$ cat src/rtl/csr_apb_ctrl_multi.sv
// rtl/csr_apb_ctrl_multi.sv - APB slave control FSM for the ALU CS register bank and FIFOs
// Optional macro CSR_ERR_CNT_EN adds a clear-on-read saturating error counter at NUM_DATA+3.
module csr_apb_ctrl_multi #(
  parameter int NUM_DATA       = 2,
  parameter int OPERATION_SIZE = 2,
  parameter logic [(1<<OPERATION_SIZE)-1:0] OP_VALID_MASK = 4'b0110,
  parameter int FIFO_OUT_WIDTH = 25,
  parameter int APB_BUS_SIZE   = 32,
  parameter int RD_WAIT        = 1,
`ifdef CSR_ERR_CNT_EN
  parameter int REG_NUMBER     = NUM_DATA + 4,
`else
  parameter int REG_NUMBER     = NUM_DATA + 3,
`endif
  parameter int ADDR_W         = $clog2(REG_NUMBER)
) (
  input  logic                      clk,
  input  logic                      rst,
  input  logic [ADDR_W-1:0]         paddr,
  input  logic                      psel,
  input  logic                      penable,
  input  logic                      pwrite,
  input  logic [OPERATION_SIZE-1:0] ctrl_op,
  input  logic                      start_bit,
  input  logic [FIFO_OUT_WIDTH-1:0] final_result,
  input  logic [FIFO_OUT_WIDTH-1:0] fifo_out_status,
  input  logic                      full_in,
  input  logic                      empty_out,
  output logic [APB_BUS_SIZE-1:0]   prdata,
  output logic                      pready,
  output logic                      pslverr,
  output logic                      en_ctrl,
  output logic [NUM_DATA-1:0]       en_data,
  output logic                      r_en_out,
  output logic                      w_en_in
);

  localparam logic [1:0] S_IDLE    = 2'd0;
  localparam logic [1:0] S_ACCESS  = 2'd1;
  localparam logic [1:0] S_RD_WAIT = 2'd2;

  localparam int CNT_W = (RD_WAIT < 2) ? 1 : $clog2(RD_WAIT + 1);

  localparam logic [ADDR_W-1:0] A_CTRL      = '0;
  localparam logic [ADDR_W-1:0] A_DATA_LAST = ADDR_W'(NUM_DATA);
  localparam logic [ADDR_W-1:0] A_RES       = ADDR_W'(NUM_DATA + 1);
  localparam logic [ADDR_W-1:0] A_STAT      = ADDR_W'(NUM_DATA + 2);
`ifdef CSR_ERR_CNT_EN
  localparam logic [ADDR_W-1:0] A_ERRCNT    = ADDR_W'(NUM_DATA + 3);
`endif
  // One bit wider than paddr so a power-of-two REG_NUMBER still compares correctly
  localparam logic [ADDR_W:0]   REG_LIMIT   = (ADDR_W + 1)'(REG_NUMBER);

  logic [1:0]        state_q, state_d;
  logic [ADDR_W-1:0] addr_q, addr_d;
  logic              pwrite_q, pwrite_d;
  logic              err_q, err_d;
  logic [CNT_W-1:0]  cnt_q, cnt_d;
  logic              ctrl_wr_q;

  logic is_ctrl, is_data, is_res, is_wr_reg, is_rd_reg, in_range, setup_err;

  assign is_ctrl   = (paddr == A_CTRL);
  assign is_data   = (paddr != A_CTRL) && (paddr <= A_DATA_LAST);
  assign is_res    = (paddr == A_RES);
  assign is_wr_reg = is_ctrl | is_data;
  assign in_range  = ({1'b0, paddr} < REG_LIMIT);

`ifdef CSR_ERR_CNT_EN
  logic [7:0] errcnt_q, errcnt_d;
  logic       errcnt_clr;

  assign is_rd_reg = is_res | (paddr == A_STAT) | (paddr == A_ERRCNT);
`else
  assign is_rd_reg = is_res | (paddr == A_STAT);
`endif

  assign setup_err = !in_range
                   | (is_wr_reg & !pwrite)
                   | (is_rd_reg & pwrite)
                   | (is_wr_reg & pwrite & full_in)
                   | (is_res & !pwrite & empty_out)
                   | (is_ctrl & pwrite & !OP_VALID_MASK[ctrl_op]);

  always_comb begin
    state_d  = state_q;
    addr_d   = addr_q;
    pwrite_d = pwrite_q;
    err_d    = err_q;
    cnt_d    = cnt_q;
    pready   = 1'b0;
    pslverr  = 1'b0;
    prdata   = '0;
    en_ctrl  = 1'b0;
    en_data  = '0;
    r_en_out = 1'b0;
    case (state_q)
      S_IDLE: begin
        if (psel && !penable) begin
          state_d  = S_ACCESS;
          addr_d   = paddr;
          pwrite_d = pwrite;
          err_d    = setup_err;
        end
      end
      S_ACCESS: begin
        state_d = S_IDLE;
        if (psel) begin
          if (err_q) begin
            pready  = 1'b1;
            pslverr = 1'b1;
          end else if (pwrite_q) begin
            pready = 1'b1;
            if (addr_q == A_CTRL) begin
              en_ctrl = 1'b1;
            end else begin
              for (int i = 0; i < NUM_DATA; i++) begin
                en_data[i] = (addr_q == ADDR_W'(i + 1));
              end
            end
          end else if (addr_q == A_RES) begin
            // Pop now so the FIFO head is valid by the time pready rises
            r_en_out = 1'b1;
            cnt_d    = CNT_W'(RD_WAIT);
            state_d  = S_RD_WAIT;
          end else begin
            pready = 1'b1;
`ifdef CSR_ERR_CNT_EN
            if (addr_q == A_ERRCNT) begin
              prdata = APB_BUS_SIZE'(errcnt_q);
            end else begin
              prdata = APB_BUS_SIZE'(fifo_out_status);
            end
`else
            prdata = APB_BUS_SIZE'(fifo_out_status);
`endif
          end
        end
      end
      S_RD_WAIT: begin
        if (!psel) begin
          state_d = S_IDLE;
          cnt_d   = '0;
        end else begin
          cnt_d = cnt_q - CNT_W'(1);
          if (cnt_q == CNT_W'(1)) begin
            pready  = 1'b1;
            prdata  = APB_BUS_SIZE'(final_result);
            state_d = S_IDLE;
          end
        end
      end
      default: state_d = S_IDLE;
    endcase
  end

  // CTRL register has taken the new start bit one cycle after its strobe
  assign w_en_in = ctrl_wr_q & start_bit;

`ifdef CSR_ERR_CNT_EN
  assign errcnt_clr = (state_q == S_ACCESS) && psel && !err_q && !pwrite_q && (addr_q == A_ERRCNT);

  always_comb begin
    errcnt_d = errcnt_q;
    if (errcnt_clr) begin
      errcnt_d = pslverr ? 8'd1 : 8'd0;
    end else if (pslverr && (errcnt_q != 8'hFF)) begin
      errcnt_d = errcnt_q + 8'd1;
    end
  end

  always_ff @(posedge clk or posedge rst) begin
    if (rst) begin
      errcnt_q <= '0;
    end else begin
      errcnt_q <= errcnt_d;
    end
  end
`endif

  always_ff @(posedge clk or posedge rst) begin
    if (rst) begin
      state_q   <= S_IDLE;
      addr_q    <= '0;
      pwrite_q  <= 1'b0;
      err_q     <= 1'b0;
      cnt_q     <= '0;
      ctrl_wr_q <= 1'b0;
    end else begin
      state_q   <= state_d;
      addr_q    <= addr_d;
      pwrite_q  <= pwrite_d;
      err_q     <= err_d;
      cnt_q     <= cnt_d;
      ctrl_wr_q <= en_ctrl;
    end
  end

endmodule

$ cat config.mk
export PLATFORM = sky130hd
export DESIGN_NAME = csr_apb_ctrl_multi
export DESIGN_NICKNAME = d
export VERILOG_FILES = /design/src/rtl/csr_apb_ctrl_multi.sv
export SDC_FILE = /design/constraint.sdc
export NUM_CORES = 1
export LEC_CHECK = 0
export ABC_AREA = 1
export CAP_MARGIN = 25
export CORE_MARGIN = 8
export CORE_UTILIZATION = 30
export CTS_CLUSTER_SIZE = 8
export DETAILED_ROUTE_END_ITERATION = 10
export GPL_ROUTABILITY_DRIVEN = 0
export PLACE_DENSITY = 0.84
export SLEW_MARGIN = 10
export SYNTH_ARGS = -nofsm -noshare
export SYNTH_HDL_FRONTEND = slang
export SYNTH_SLANG_ARGS = --single-unit
$ cat constraint.sdc
create_clock -name clk -period 2.3 [get_ports clk]
set_input_delay 0.69 -clock clk [delete_from_list [all_inputs] [get_ports clk]]
set_output_delay 0.69 -clock clk [all_outputs]
set_load 0.01 [all_outputs]
Word-level counts from Yosys, hierarchy flattened
Index checks and enable logic that the tools add are counted.
- input port bits: 63
- register bits: 9
- bits in read-only memories: 0
- memories kept: 0
- latch bits: 0
- word-level logic and storage cells: 101
- output and inout bits: 39
- RAM bits: 0
- add/sub/neg operators: 1
- divide/modulo/power cells: 0
- mux-type cells: 48
- multiply operators: 0
- reduce and logical (&&, ||, !) cells: 14
- bitwise logic cells: 16
- shift-type cells: 0
- equality and inequality tests: 13
- order comparisons: 3
- operator list (operator ; count):
    25-bit two-way mux ; 6
    25-bit one-hot mux with 2 select lines ; 1
    1-bit two-way mux ; 25
    2-bit two-way mux ; 12
    2-bit != test (second input constant) ; 5
    1-bit AND ; 9
    3-bit by 2-bit equality test with 1-bit output (second input constant) ; 3
    1-bit OR ; 7
    3-bit zero test ; 2
    2-bit one-hot mux with 3 select lines ; 1
    5-bit AND reduction ; 1
    1-bit zero test ; 4
    1-bit one-hot mux with 2 select lines ; 2
    2-bit AND reduction ; 2
    3-bit by 1-bit equality test with 1-bit output (second input constant) ; 1
    3-bit equality test (second input constant) ; 1
    3-bit by 2-bit less-or-equal comparator with 1-bit output (second input constant) ; 1
    2-bit by 3-bit < comparator with 1-bit output (second input constant) ; 1
    3-bit < comparator (second input constant) ; 1
    3-bit != test (second input constant) ; 1
    3-bit nonzero test ; 1
    1-bit binary-select mux with 2-bit select ; 1
    2-bit by 1-bit equality test with 1-bit output (second input constant) ; 1
    2-bit equality test (second input constant) ; 1
    other kinds (4) ; 5

Depth between registers and ports, before layout
- depth in word-level cells: 9
- gate-level depth with buffers: 8

Worst setup path before layout
OpenSTA, ideal clock, no wires.
- kind: flip-flop to output port
- start point: reg state_q[0]
- end point: out prdata[11]
- path slack: 0.303 ns
- required time: 1.610 ns
- cell stages (with the launch flop): 6
- arrival: 1.307 ns
- cell sequence: dfrtp_1 > inv_1 > ha_1 > nand2_1 > clkbuf_1 > a21oi_1
- cells in the longest elaborated chain, start to end: 2
- elaborated cells on any way between the ends: 3
- those cells by class: eq/ne: 2; mux: 1
- RTL lines (what ; RTL line ; RTL):
    start, declared ; 54 ; logic [1:0] state_q, state_d;
    start signal, assigned ; 190 ; state_q <= state_d;
    2-bit equality test or 2-bit by 1-bit equality test with 1-bit output (tied branches) ; 97 ; case (state_q)
    25-bit one-hot mux with 2 select lines * ; 97 ;
    end, declared ; 29 ; output logic [APB_BUS_SIZE-1:0] prdata,
Every way passes the cells marked *; elsewhere a longest branch is shown, timed or not.

Worst setup path in the final report
- start point: reg state_q[1]
- end point: out prdata[6]
The elaborated chain is that of the path after synthesis.

==> impl_results.md <==
* Nets at between 300 and 400
* VDD IR max at between 0.0003 and 0.0004 V
* Fin crit period at about 2400 ps
* Synth Register Bits at 9
* Post-Synth Simple-Gate Area at 38.8%
* Place WS at -689 ps
* Total track usage at between 10% and 20%
* RSZ-0062 raised after global routing: true
* Critical Path Source Type: register
* Pins over their slew limit at 0
* Row Count at 21
* Synth warn at 0
* LEAKAGE at 1.17 nW
* Most common cell after layout, fill and taps aside: clkdlybuf4s50_1
* Final hold vios at 0
* Final Setup Violations at 20
* # Max-Cap Violations at 0
* Routed vias/inst at 4.91
* Post-Layout Cell Count at around 350
* Largest net degree at the start of global routing at 26
* Area occupied by multi-input gates at 941 µm²
* Syn Inst Count at roughly 180
* Largest family of logic cells by synthesized area: simple AND/OR/NAND/NOR gates
* Critical path's slowest cell: dfrtp_1
* Post-Synth XOR/XNOR Area at 0%
* Tcrit/Tclk final at 105%
* CTS tree: yes
* CTS HTree Levels at 1
* 1st-pass router iterations at 4
* TritonCTS Buffers at 3
* IO Count at between 100 and 150
* Post-DP HPWL at around 3.7 mm
* Global-route wire length before repair at between 6 and 7 mm
* CP top delay family: buffers and inverters
* Setup TNS at -1210 ps
* Crit-path cells: inv_2, ha_4, nand3_4, nor2_4, buf_12, clkbuf_16, nand2_2, a21oi_2, buf_2
* Clk_lat worst skew at around 260 ps
* Hold WC Path Type: register to register
* Mux cell area share after synthesis at 0%
* Worst setup EP type: primary output
* Buffers on Ports at between 90 and 100
* Layout fillers at roughly 250
* Mapped Area at roughly 1000 µm²
* Worst reg2reg startpoint: state_q[1]
* Hold_buf cts at 0
* WP data arrival at roughly 1700 ps
* Synth cell types at 22
* Worst-case clock buffer depth at 2
* N_diodes at 0
* Run status: finished with violations
* Worst setup path class: register to primary output
* Achievable frequency at 0.414 GHz
* Reg-to-reg slack, setup at roughly 850 ps
* Hold Path End: ctrl_wr_q
* Pwr/cell area at ~540 nW/µm²
* Worst r2r dst: state_q[0]
* Clk root buf: clkbuf_4
* WP buf/inv at 4
* Chip width at ~75 µm
* Hold Startpoint: addr_q[0]
* Vias in the first global route at roughly 1500
* # placed instances at between 300 and 400
* Clk sinks at 9
* Reg area at about 230 µm²
* Seq/Total Area, Yosys at between 20% and 30%
* Clk slew on worst S/H paths at approximately 60 ps
* Syn Area/Cell at between 5 and 6 µm²
* Final Util at 73.9%
* Starting DRT DRC Count at between 80 and 90
* Detailed Route WL at between 5 and 6 mm
* DRC viols at 0
* Final WS setup at -118 ps
* Die ar. at roughly 5600 µm²
* Compound-cell area share of the yosys netlist at a little under a fifth
* Wirelength per Cell at ~17 µm
* Initial core utilization at about a third
* FF-to-FF path depth at 8
* Core Region at roughly 3300 µm²
* Gr ovfl total at 0
* Share of post-route cells with drive strength above 1 at 40.7%
* Post-route ant nets at 0
* Adder-cell share of the synthesized area at 3.59%
* Antenna violations before repair at 0
* Vias at between 1500 and 2000
* Clk_skew at 2.80 ps
* Worst Hold Path Cells at 1
* Area grow syn2layout at 136%
* Biggest cell delay along the critical path at just under 400 ps
* DIE HEIGHT at approximately 75 µm
* CP required at between 1500 and 2000 ps
* Failing checks: setup timing
* Most frequent cells in the layout: clkdlybuf4s50_1, nand2_1, buf_2
* CP Max Fanout at 6
through the flow:
step                cell area (µm²)  total power, mW  hold slack [ps]
global placement               2120            0.855              460
finish                         2470             1.32              487
floorplan                      1070            0.565              474
CTS                            2160             1.12              480
global route                   2470             1.40              493
detailed placement             2120            0.870              475
state kept, by name (all words and copies together) (netlist names):
signal / count
addr_q: 3
state_q: 2
cnt_q: 1
ctrl_wr_q: 1
err_q: 1
pwrite_q: 1
timing repair:
item / in CTS / in global routing
setup endpoints to repair: 32 / 30
gates resized for setup: 135 / 67
gates cloned: 2 / 5
pin swaps: 5 / 19
setup buffers: 4 / 1
logic make-up (layout without fill, tap and decap cells):
| family | after synthesis | in the layout |
|---|---|---|
| simple gates | 99 | 99 |
| other cells | 1 | 7 |
| flops | 9 | 9 |
| compound gates | 35 | 35 |
| fa+ha+maj | 3 | 3 |
| buf+inv | 37 | 147 |
worst reg2reg max path, delay by kind of cell (launching register included):
family | cells | cell delay [ps]
fa+ha+maj | 1 | 160
simple gates | 2 | 160
flops | 1 | 390
compound gates | 2 | 230
buf+inv | 3 | 390
area by class of cell:
class | count | area share [%]
Sequential cell | 9 | 9.13
Inverter | 24 | 3.91
Tap cell | 46 | 2.33
Timing Repair Buffer | 119 | 45.4
Multi-Input combinational cell | 144 | 38.2
Clock buffer | 4 | 1.07
routing by layer:
metal	vias up	routed length, µm	track usage (%)
met2	115	2860	27.9
li1	796	-	-
met5	-	0	0
met1	771	2250	17.8
met4	0	128	3.91
met3	16	583	3.60
where the power goes:
| part | internal [mW] | leakage [nW] | total, mW | switching (mW) |
|---|---|---|---|---|
| registers | 0.216 | 0.107 | 0.273 | 0.0571 |
| logic | 0.455 | 1.05 | 0.923 | 0.468 |
| clock network | 0.0670 | 0.0150 | 0.124 | 0.0567 |
worst max-delay path by stage:
stage | slack [ps] | end | cells after the start | startpoint
CTS | -70 | prdata[13] | 9 | state_q[1]
global placement | -650 | en_ctrl | 5 | psel
detailed placement | -690 | en_ctrl | 5 | psel
floorplan | 300 | prdata[11] | 5 | state_q[0]
finish | -120 | prdata[6] | 9 | state_q[1]
global route | -190 | prdata[22] | 8 | state_q[0]
Yosys cell counts:
cell,count,area (µm²)
a21oi_1,25,125
a21oi_2,4,35.0
buf_2,2,10.0
buf_4,7,52.6
buf_6,2,22.5
clkbuf_1,2,7.51
clkinv_2,1,5.00
conb_1,1,3.75
dfrtp_1,9,225
ha_1,3,37.5
inv_1,22,82.6
inv_2,1,3.75
nand2_1,75,282
nand2_2,1,6.26
nand3_1,6,30.0
nand3_2,1,10.0
nand3b_1,1,7.51
nand4_1,1,6.26
nor2_1,10,37.5
nor2_4,1,11.3
nor3_1,3,15.0
o21ai_0,6,30.0
Note: power is estimated with default switching activity, not from simulation.
==> RTL edit (config.mk and constraints unchanged) <==
Change the parameter `FIFO_OUT_WIDTH` from 25 to 21.
--- a/src/rtl/csr_apb_ctrl_multi.sv
+++ b/src/rtl/csr_apb_ctrl_multi.sv
@@ -4,7 +4,7 @@
   parameter int NUM_DATA       = 2,
   parameter int OPERATION_SIZE = 2,
   parameter logic [(1<<OPERATION_SIZE)-1:0] OP_VALID_MASK = 4'b0110,
-  parameter int FIFO_OUT_WIDTH = 25,
+  parameter int FIFO_OUT_WIDTH = 21,
   parameter int APB_BUS_SIZE   = 32,
   parameter int RD_WAIT        = 1,
 `ifdef CSR_ERR_CNT_EN
Ports: changed (resized fifo_out_status and final_result); port bits go from 102 to 94. No check against the original RTL was run, so the function may have changed too.
==> RTL edit against the unedited design <==
  * The run still ends with setup timing left
  * Area after synthesis up 9.3%
  * Cell count shrank 5.5%
  * Global-route usage is 0.87 points lower
  * First-iteration DRC count fell by 46%
  * Die area up 7.3%
  * Count of clock-buffer cells in the layout decreased by 1
  * Cell area fell by 6.6%
  * Register-to-register slack improved by 0.09 ns
  * Sequential cell count unchanged
  * Wire length down 18%
  * Non-clock buffer count down 13
  * Worst setup slack improved by 0.058 ns
  * Total power fell by 4.7%
==> RTL edit: results <==
[logic_synthesis]
synthTopCellsByArea = "dfrtp_1 (20%), nand2_1 (15%), a21oi_2 (15%), nand2_2 (11%), buf_4 (7.2%)"
synth_cell_type_count = 24
synth_compound_area_frac = 0.201
synthAdderAreaFrac = 0.0328
seq_area_frac_synth = 0.197
syn_avg_cell_area_um2 = 6.50
synthTopCellsByCount = "nand2_1 (47), inv_1 (21), nand2_2 (21)"

[cts]
cts_root_buffer = "clkbuf_8"
path_clk_slew_ns = 0.05
clkLatencyLatePin_ns = 0.24

[timing]
fin_skew_ns = 0.00244
tns_ns = -0.360
fin_ws_ns = -0.0600
setup_viol = 11

[layout]
drive_above_1_share = 0.409
antenna_cells = 0
nets = 338
n_fill_cell = 311

[setup_path]
cp_max_fo = 5
crit_family = "buffers and inverters"
worstPathArrival_ns = 1.67
crit_slowest_cell = "dfrtp_1"

[route]
first_pass_iters = 4
num_vias = 1489
drt_iter0_drc = 47
wl_um = 4800
viasPerCell = 4.55

[placement]
preCtsSetupSlack_ns = -0.724
port_buffers = 82
place_inst = 308
placed_area_mm2 = 0.00204
hpwl_um = 3270

[global_route]
grt_pass1_wl_um = 7210
grt_max_degree = 12
grt_use_total = 0.147
grt_pass1_vias = 1429

[outcome]
violations = "setup timing"
status = "complete, but fails checks"

[power_and_ir_drop]
p_leak_nw = 1.09
vdd_ir_drop_max_mv = 0.344
-- RTL edit: cell type report --
cell class	count	area, um^2	area share
clock buffer	3	41.3	0.0179
multi-input combinational	136	848	0.368
timing repair buffer	106	1020	0.445
sequential	9	225	0.0978
inverter	24	98.8	0.0429
clock inverter	1	5.00	0.00217
tap	48	60.1	0.0261
-- RTL edit: power breakdown --
| part | switching (mW) | total [mW] | internal [mW] |
|---|---|---|---|
| logic | 0.398 | 0.786 | 0.388 |
| registers | 0.0626 | 0.279 | 0.217 |
| clock network | 0.0736 | 0.193 | 0.119 |
-- RTL edit: repair_timing --
item	4_1_cts	5_1_grt
gates cloned	5	2
setup endpoints to repair	28	24
gates resized for setup	117	25
pin swaps	3	8
buffers inserted	7	4
-- RTL edit: path summary, 6_finish.rpt --
check / startpoint / to / slack (ns) / depth (start not counted)
min in group asynchronous: rst / ctrl_wr_q$_DFF_PP0_ / 0.71 / 2
setup reg to reg: state_q[0]$_DFFE_PP0P_ / state_q[1]$_DFFE_PP0P_ / 0.94 / 6
hold / removal: addr_q[0]$_DFFE_PP0P_ / ctrl_wr_q$_DFF_PP0_ / 0.47 / 1
hold reg to reg: addr_q[0]$_DFFE_PP0P_ / ctrl_wr_q$_DFF_PP0_ / 0.47 / 1
max in group asynchronous: rst / state_q[1]$_DFFE_PP0P_ / 1.33 / 2
setup / recovery: state_q[1]$_DFFE_PP0P_ / prdata[16] / -0.06 / 9
-- RTL edit: per-layer routing --
layer  track usage  vias up  part of all wire
li1              -      734                 -
met1         0.173      669              0.42
met2         0.249       79              0.48
met3        0.0380        7             0.088
met4        0.0547        0             0.016
met5             0        -                 0
